$ cat config.mk
export PLATFORM = sky130hd
export DESIGN_NAME = key_entry_flat
export DESIGN_NICKNAME = d
export VERILOG_FILES = /design/src/rtl/key_entry_if.sv /design/src/rtl/key_entry.sv /design/src/flat_wrapper.sv
export SDC_FILE = /design/constraint.sdc
export NUM_CORES = 1
export LEC_CHECK = 0
export CORE_ASPECT_RATIO = 1.4
export CORE_MARGIN = 2
export CORE_UTILIZATION = 50
export DETAILED_ROUTE_END_ITERATION = 6
export MAX_ROUTING_LAYER = met4
export PLACE_DENSITY = 0.72
export SETUP_SLACK_MARGIN = 0.05
export SYNTH_ARGS = -nofsm -noshare
export SYNTH_HDL_FRONTEND = slang
export SYNTH_SLANG_ARGS = --single-unit
$ cat constraint.sdc
create_clock -name clk -period 3.7 [get_ports clk]
set_input_delay 1.11 -clock clk [delete_from_list [all_inputs] [get_ports clk]]
set_output_delay 1.11 -clock clk [all_outputs]
set_load 0.005 [all_outputs]
$ cat src/rtl/key_entry_if.sv
`default_nettype none
// ============================================================================
// key_entry_if : keypad-entry bus (scanner code in, press/entry/value out)
// Rev 1.0
// ============================================================================
interface key_entry_if;
   logic [4:0]  key;
   logic        press_valid;
   logic [3:0]  press_code;
   logic [11:0] entry_bcd;
   logic [1:0]  entry_len;
   logic        busy;
   logic [9:0]  value;
   logic        value_valid;
   logic        range_err;

   modport master (
      output key,
      input  press_valid, press_code, entry_bcd, entry_len, busy,
             value, value_valid, range_err
   );

   modport slave (
      input  key,
      output press_valid, press_code, entry_bcd, entry_len, busy,
             value, value_valid, range_err
   );
endinterface
`default_nettype wire

$ cat src/rtl/key_entry.sv
`default_nettype none
// ============================================================================
// key_entry : debounces keypad codes into presses and commits up to 3 BCD
//             digits as a saturated binary value. Auto-repeat: KEY_ENTRY_REPEAT_EN
// Rev 1.0
// ============================================================================
module key_entry #(
   parameter int DEBOUNCE_CYCLES = 48000,
   parameter int TIMEOUT_CYCLES  = 480000000,
   parameter int MAX_VALUE       = 999,
   parameter int REPEAT_CYCLES   = 24000000
) (
   input  wire logic   clk,
   input  wire logic   reset_n,
   key_entry_if.slave  bus
);

   localparam int           c_deb_w    = $clog2(DEBOUNCE_CYCLES);
   localparam int           c_to_w     = $clog2(TIMEOUT_CYCLES);
   localparam [c_deb_w-1:0] c_deb_last = c_deb_w'(DEBOUNCE_CYCLES - 1);
   localparam [c_deb_w-1:0] c_deb_hit  = c_deb_w'(DEBOUNCE_CYCLES - 2);
   localparam [c_to_w-1:0]  c_to_last  = c_to_w'(TIMEOUT_CYCLES - 1);
   localparam [9:0]         c_max      = 10'(MAX_VALUE);
   localparam [4:0]         c_key_hash = 5'h1B;

   typedef enum logic [1:0] {
      S_IDLE    = 2'd0,
      S_ENTRY   = 2'd1,
      S_CONVERT = 2'd2
   } state_t;

   // ---------------- debounce ----------------
   logic [4:0]         w_key_n;
   logic [4:0]         r_cand;
   logic [c_deb_w-1:0] r_deb_cnt;
   logic [4:0]         r_acc_code;
   logic               w_accept;
   logic               w_new_press;
   logic               w_rep_fire;
   logic               r_press_valid;
   logic [3:0]         r_press_code;

   // Codes outside 0x10..0x1B are indistinguishable from "no key".
   always_comb begin
      w_key_n = 5'd0;
      if (bus.key[4] && (bus.key[3:0] <= 4'd11))
         w_key_n = bus.key;
   end

   assign w_accept    = (w_key_n == r_cand) && (r_deb_cnt == c_deb_hit);
   assign w_new_press = w_accept && (r_acc_code == 5'd0) && (r_cand != 5'd0);

   always_ff @(posedge clk) begin
      if (!reset_n) begin
         r_cand     <= 5'd0;
         r_deb_cnt  <= '0;
         r_acc_code <= 5'd0;
      end else begin
         if (w_key_n != r_cand) begin
            r_cand    <= w_key_n;
            r_deb_cnt <= '0;
         end else if (r_deb_cnt != c_deb_last) begin
            r_deb_cnt <= r_deb_cnt + 1'b1;
         end
         if (w_accept)
            r_acc_code <= r_cand;
      end
   end

`ifdef KEY_ENTRY_REPEAT_EN
   localparam int           c_rep_w    = $clog2(REPEAT_CYCLES);
   localparam [c_rep_w-1:0] c_rep_last = c_rep_w'(REPEAT_CYCLES - 1);

   logic [c_rep_w-1:0] r_rep_cnt;

   assign w_rep_fire = (r_acc_code != 5'd0) && (r_acc_code != c_key_hash) &&
                       (r_rep_cnt == c_rep_last);

   always_ff @(posedge clk) begin
      if (!reset_n)
         r_rep_cnt <= '0;
      else if (w_new_press || w_rep_fire || (r_acc_code == 5'd0))
         r_rep_cnt <= '0;
      else
         r_rep_cnt <= r_rep_cnt + 1'b1;
   end
`else
   // REPEAT_CYCLES has no role without auto-repeat; this is constant low.
   assign w_rep_fire = (REPEAT_CYCLES < 0);
`endif

   always_ff @(posedge clk) begin
      if (!reset_n) begin
         r_press_valid <= 1'b0;
         r_press_code  <= 4'd0;
      end else begin
         r_press_valid <= w_new_press || w_rep_fire;
         if (w_new_press)
            r_press_code <= r_cand[3:0];
         else if (w_rep_fire)
            r_press_code <= r_acc_code[3:0];
      end
   end

   // ---------------- entry FSM ----------------
   state_t            r_state, w_state_nxt;
   logic [11:0]       r_bcd, w_bcd_nxt;
   logic [1:0]        r_len, w_len_nxt;
   logic [11:0]       r_conv_bcd, w_conv_bcd_nxt;
   logic [1:0]        r_conv_left, w_conv_left_nxt;
   logic [9:0]        r_acc, w_acc_nxt;
   logic [c_to_w-1:0] r_idle_cnt, w_idle_nxt;
   logic [9:0]        r_value, w_value_nxt;
   logic              r_value_valid, w_vv_nxt;
   logic              r_range_err, w_rerr_nxt;
   logic              r_busy;
   logic              w_digit;
   logic [9:0]        w_acc_step;

   assign w_digit    = (r_press_code <= 4'd9);
   assign w_acc_step = {r_acc[6:0], 3'b000} + {r_acc[8:0], 1'b0} +
                       {6'd0, r_conv_bcd[11:8]};

   always_comb begin
      w_state_nxt     = r_state;
      w_bcd_nxt       = r_bcd;
      w_len_nxt       = r_len;
      w_conv_bcd_nxt  = r_conv_bcd;
      w_conv_left_nxt = r_conv_left;
      w_acc_nxt       = r_acc;
      w_idle_nxt      = r_idle_cnt;
      w_value_nxt     = r_value;
      w_vv_nxt        = 1'b0;
      w_rerr_nxt      = 1'b0;
      case (r_state)
         S_IDLE: begin
            if (r_press_valid && w_digit) begin
               w_bcd_nxt   = {8'd0, r_press_code};
               w_len_nxt   = 2'd1;
               w_idle_nxt  = '0;
               w_state_nxt = S_ENTRY;
            end
         end
         S_ENTRY: begin
            if (r_press_valid) begin
               w_idle_nxt = '0;
               if (w_digit) begin
                  if (r_len != 2'd3) begin
                     w_bcd_nxt = {r_bcd[7:0], r_press_code};
                     w_len_nxt = r_len + 2'd1;
                  end
               end else if (r_press_code == 4'd10) begin
                  w_bcd_nxt   = 12'd0;
                  w_len_nxt   = 2'd0;
                  w_state_nxt = S_IDLE;
               end else begin
                  // Left-justify so the most significant digit sits in [11:8].
                  case (r_len)
                     2'd1:    w_conv_bcd_nxt = {r_bcd[3:0], 8'd0};
                     2'd2:    w_conv_bcd_nxt = {r_bcd[7:0], 4'd0};
                     default: w_conv_bcd_nxt = r_bcd;
                  endcase
                  w_conv_left_nxt = r_len;
                  w_acc_nxt       = 10'd0;
                  w_state_nxt     = S_CONVERT;
               end
            end else if (r_idle_cnt == c_to_last) begin
               w_bcd_nxt   = 12'd0;
               w_len_nxt   = 2'd0;
               w_state_nxt = S_IDLE;
            end else begin
               w_idle_nxt = r_idle_cnt + 1'b1;
            end
         end
         S_CONVERT: begin
            w_acc_nxt       = w_acc_step;
            w_conv_bcd_nxt  = {r_conv_bcd[7:0], 4'd0};
            w_conv_left_nxt = r_conv_left - 2'd1;
            if (r_conv_left == 2'd1) begin
               w_value_nxt = (w_acc_step > c_max) ? c_max : w_acc_step;
               w_vv_nxt    = 1'b1;
               w_rerr_nxt  = (w_acc_step > c_max);
               w_bcd_nxt   = 12'd0;
               w_len_nxt   = 2'd0;
               w_state_nxt = S_IDLE;
            end
         end
         default: w_state_nxt = S_IDLE;
      endcase
   end

   always_ff @(posedge clk) begin
      if (!reset_n) begin
         r_state       <= S_IDLE;
         r_bcd         <= 12'd0;
         r_len         <= 2'd0;
         r_conv_bcd    <= 12'd0;
         r_conv_left   <= 2'd0;
         r_acc         <= 10'd0;
         r_idle_cnt    <= '0;
         r_value       <= 10'd0;
         r_value_valid <= 1'b0;
         r_range_err   <= 1'b0;
         r_busy        <= 1'b0;
      end else begin
         r_state       <= w_state_nxt;
         r_bcd         <= w_bcd_nxt;
         r_len         <= w_len_nxt;
         r_conv_bcd    <= w_conv_bcd_nxt;
         r_conv_left   <= w_conv_left_nxt;
         r_acc         <= w_acc_nxt;
         r_idle_cnt    <= w_idle_nxt;
         r_value       <= w_value_nxt;
         r_value_valid <= w_vv_nxt;
         r_range_err   <= w_rerr_nxt;
         r_busy        <= (w_state_nxt != S_IDLE);
      end
   end

   assign bus.press_valid = r_press_valid;
   assign bus.press_code  = r_press_code;
   assign bus.entry_bcd   = r_bcd;
   assign bus.entry_len   = r_len;
   assign bus.busy        = r_busy;
   assign bus.value       = r_value;
   assign bus.value_valid = r_value_valid;
   assign bus.range_err   = r_range_err;

endmodule
`default_nettype wire

$ cat src/flat_wrapper.sv
// flat-port wrapper written by rule: the top's interface ports become plain ports
module key_entry_flat 
#(
   parameter int DEBOUNCE_CYCLES = 48000,
   parameter int TIMEOUT_CYCLES  = 480000000,
   parameter int MAX_VALUE       = 999,
   parameter int REPEAT_CYCLES   = 24000000
)
  (clk, reset_n, bus_key, bus_press_valid, bus_press_code, bus_entry_bcd, bus_entry_len, bus_busy, bus_value, bus_value_valid, bus_range_err);
  key_entry_if bus_i ();
  input  wire logic clk;
  input  wire logic reset_n;
  input wire logic [$bits(bus_i.key)-1:0] bus_key;
  output wire logic [$bits(bus_i.press_valid)-1:0] bus_press_valid;
  output wire logic [$bits(bus_i.press_code)-1:0] bus_press_code;
  output wire logic [$bits(bus_i.entry_bcd)-1:0] bus_entry_bcd;
  output wire logic [$bits(bus_i.entry_len)-1:0] bus_entry_len;
  output wire logic [$bits(bus_i.busy)-1:0] bus_busy;
  output wire logic [$bits(bus_i.value)-1:0] bus_value;
  output wire logic [$bits(bus_i.value_valid)-1:0] bus_value_valid;
  output wire logic [$bits(bus_i.range_err)-1:0] bus_range_err;
  assign bus_i.key = bus_key;
  assign bus_press_valid = bus_i.press_valid;
  assign bus_press_code = bus_i.press_code;
  assign bus_entry_bcd = bus_i.entry_bcd;
  assign bus_entry_len = bus_i.entry_len;
  assign bus_busy = bus_i.busy;
  assign bus_value = bus_i.value;
  assign bus_value_valid = bus_i.value_valid;
  assign bus_range_err = bus_i.range_err;
  key_entry #(.DEBOUNCE_CYCLES(DEBOUNCE_CYCLES), .TIMEOUT_CYCLES(TIMEOUT_CYCLES), .MAX_VALUE(MAX_VALUE), .REPEAT_CYCLES(REPEAT_CYCLES)) u_core (.clk(clk), .reset_n(reset_n), .bus(bus_i));
endmodule
==> metrics.md <==
| Metric | Value |
|---|---|
| Async S/R FF share, synth | 0% |
| GPL Wtd Cong | 0.839 |
| Worst-Margin Slew | 1.01 ns |
| Seq/Total Area, Yosys | 39.5% |
| Setup CP Type | in -> reg |
| Crit end category | flip-flop |
| Rows | 46 |
| Crit-path slowest cell | nor4b_1 |
| Fin cells | 854 |
| HP Start | u_core.r_conv_bcd[7] |
| Nets | 739 |
| Skew-Pair Late Insertion Delay | 0.34 ns |
| HP Class | reg -> reg |
| Root buf cell | clkbuf_16 |
| Vias in the first global route | 4636 |
| Initial antenna violation count | 0 |
| Die area | 12200 um^2 |
| CTS Hold Buffers Added | 0 |
| Layout cell share with drive strength beyond 1 | 5.63% |
| CTS max path bufs | 2 |
| Power per cell area | 348 nW/um^2 |
| CP cell instances | clkdlybuf4s50_1 > a21boi_1 > nand2_1 > xnor2_1 > nor4b_1 > mux2i_1 |
| Status | completed |
| CP Max Fanout | 8 |
| Max Slew Vio Count | 0 |
| Antenna diode count | 0 |
| Hold path endpoint | u_core.r_conv_bcd[7] |
| Number of H-tree levels | 3 |
| Clock period minus final worst setup slack | 3.28 ns |
| Post-CTS sizing | 0 |
| Worst path required time | 3.97 ns |
| Layout fillers | 997 |
| DPL Wire Length | 9210 um |
| Post-CTS setup repair buffer count | 0 |
| Crit-path leading delay family | simple AND/OR/NAND/NOR gates |
| Most frequent cells in the layout | dfxtp_1, nand2_1, nor2_1 |
| IO Port Bufs | 38 |
| Setup Viol. Count Final | 0 |
| Initial Utilization | 50.6% |
| Commonest non-fill, non-tap cell in the layout | dfxtp_1 |
| FF+latch count, synth | 112 |
| R2r startpoint | u_core.r_acc[0] |
| WP buf/inv | 1 |
| WP data arrival | 3.55 ns |
| Worst IR Drop VDD | 249 uV |
| Unrepaired setup endpoints after global routing | no |
| Cells after synthesis | 680 |
| Clock skew | 0.00480 ns |
| Yosys cell types | 59 |
| Detail Route Antenna Nets | 0 |
| Relative slew margins | 31.5% |
| DR WL/cell | 14.9 um |
| First-pass GRT wire length | 21900 um |
| CTS Buf Count | 9 |
| Leakage power | 2.34 nW |
| I/O pins | 39 |
| Clock Sinks | 112 |
| Largest net degree at the start of global routing | 33 |
| Drt pass-1 iters | 5 |
| TritonCTS clock tree | done |
| Total power | 2.25 mW |
| Iter 0 DRT Violations | 160 |
| Dpl cells | 838 |
| Syn. warnings | 0 |
| DR DRC count | 0 |
| Register-to-register setup slack | 0.71 ns |
| Synthesized area | 5680 um^2 |
| Grt total ovfl | 0 |
| Syn_nets | 714 |
| Layout area overhead | 13.8% |
| Number of synthesized flops with an enable pin | 0 |
| WHS Path Cells | 2 |
| Reg2reg end | u_core.bus.value[4] |
| Startpoint types | input port |
| Chip height | 130 um |
| Final period util | 88.5% |
| Via/cell ratio | 5.62 |
| Cells on worst reg2reg path | 10 |
| CTS clock-pin slew for the worst setup and hold paths | 0.07 ns |
| Via count | 4803 |
| Setup_tns | 0 ns |
| Crit path largest cell delay | 0.90 ns |
| Min Hold Slack | 0.467 ns |
| Core area | 11200 um^2 |
| Final hold vios | 0 |
| Synthesized area per cell | 8.36 um^2 |
| Max Cap Violations | 0 |
| Gr usage total | 22.7% |
| Ys flop type | dfxtp_1 |
| Final wirelength | 12800 um |
| Chip Width | 94.1 um |
| Fmax | 305 MHz |
-- per-stage QoR --
step	setup slack [ns]	cell area [um^2]	util, %
after floorplan	0.918	5680	-
after global placement	0.264	6160	54.9
after detailed placement	0.0664	6160	54.9
after CTS	0.426	6460	57.6
after global routing	0.113	6460	57.6
final	0.425	6460	57.6
-- cells by family (layout without fill, tap and decap cells) --
group,count (synthesis),after routing,share of synthesized area [%]
DFF,112,112,39.5
buffers and inverters,51,81,3.74
adders and majority gates,27,27,6.21
xor gates and xnor gates,35,35,5.40
AOI/OAI and AO/OA,136,136,16.1
and+or+nand+nor,306,306,26.8
muxes,13,13,2.31
-- worst min-delay path, stage by stage, from the launching register on --
cell	delay (ns)
dfxtp_1	0.31
nand2_1	0.05
a21boi_0	0.06
-- synthesized netlist by cell type (3+ instances only) --
cell,n,area [um^2]
nand3_1,50,250
a211oi_1,5,37.5
nor4b_1,3,26.3
a22oi_1,10,75.1
a21oi_1,21,105
nor3_1,9,45.0
o31ai_1,6,45.0
ha_1,25,313
xor2_1,20,175
or4_1,8,60.1
nor2b_1,16,100
nor4_1,4,25.0
a21boi_0,14,105
dfxtp_1,112,2240
nand2_1,102,383
nor3b_1,3,22.5
o211a_1,7,70.1
a21oi_2,8,70.1
and3_1,17,106
inv_1,17,63.8
o21ai_1,9,45.0
nor2_1,52,195
xnor2_1,15,131
or3_1,11,68.8
and2_1,8,50.1
o21ai_0,31,155
nand4_1,7,43.8
mux2i_1,12,120
nand2b_1,4,25.0
o211ai_1,9,67.6
clkbuf_1,28,105
-- registers in the layout (all words and copies together), names as in the netlist --
name	cells
u_core.r_idle_cnt	29
u_core.r_deb_cnt	16
u_core.bus.entry_bcd	12
u_core.r_conv_bcd	12
u_core.bus.value	10
u_core.r_acc	9
u_core.r_acc_code	5
u_core.r_cand	5
u_core.bus.press_code	4
u_core.bus.entry_len	2
u_core.r_conv_left	2
u_core.r_state	2
u_core.bus.busy	1
u_core.bus.press_valid	1
u_core.bus.range_err	1
u_core.bus.value_valid	1
-- worst max path at each step --
stage,slack (ns),endpoint,startpoint,cells past startpoint
2_1_floorplan,0.92,u_core.bus.press_code[0],bus_key[4],5
4_1_cts,0.43,u_core.bus.press_code[3],bus_key[4],6
5_1_grt,0.11,u_core.bus.press_code[2],bus_key[3],6
3_5_place_dp,0.07,u_core.bus.press_code[3],bus_key[4],6
6_report,0.42,u_core.bus.press_code[0],bus_key[4],6
3_3_place_gp,0.26,u_core.bus.press_code[0],bus_key[4],6
-- area by class of cell --
| class | count | area (um^2) | area share [%] |
|---|---|---|---|
| inverter | 17 | 63.8 | 0.987 |
| clock inverter | 2 | 37.5 | 0.581 |
| multi-input combinational | 517 | 3230 | 49.9 |
| sequential | 112 | 2240 | 34.7 |
| timing repair buffer | 48 | 450 | 6.97 |
| clock buffer | 14 | 264 | 4.08 |
| tap | 144 | 180 | 2.79 |
-- power by group --
part | total (mW) | switching, mW | internal [mW]
registers | 1.21 | 0.00455 | 1.21
logic | 0.0587 | 0.0355 | 0.0232
clock network | 0.980 | 0.417 | 0.563
total | 2.25 | 0.457 | 1.79
-- per-layer routing --
| layer | global-route usage, % | wire length (um) | vias to the layer above |
|---|---|---|---|
| li1 | - | - | 2435 |
| met1 | 26.5 | 5530 | 2266 |
| met2 | 38.9 | 6540 | 79 |
| met3 | 4.04 | 393 | 23 |
| met4 | 8.35 | 287 | 0 |
| met5 | - | 0 | - |
(Power assumes the default switching activity.)
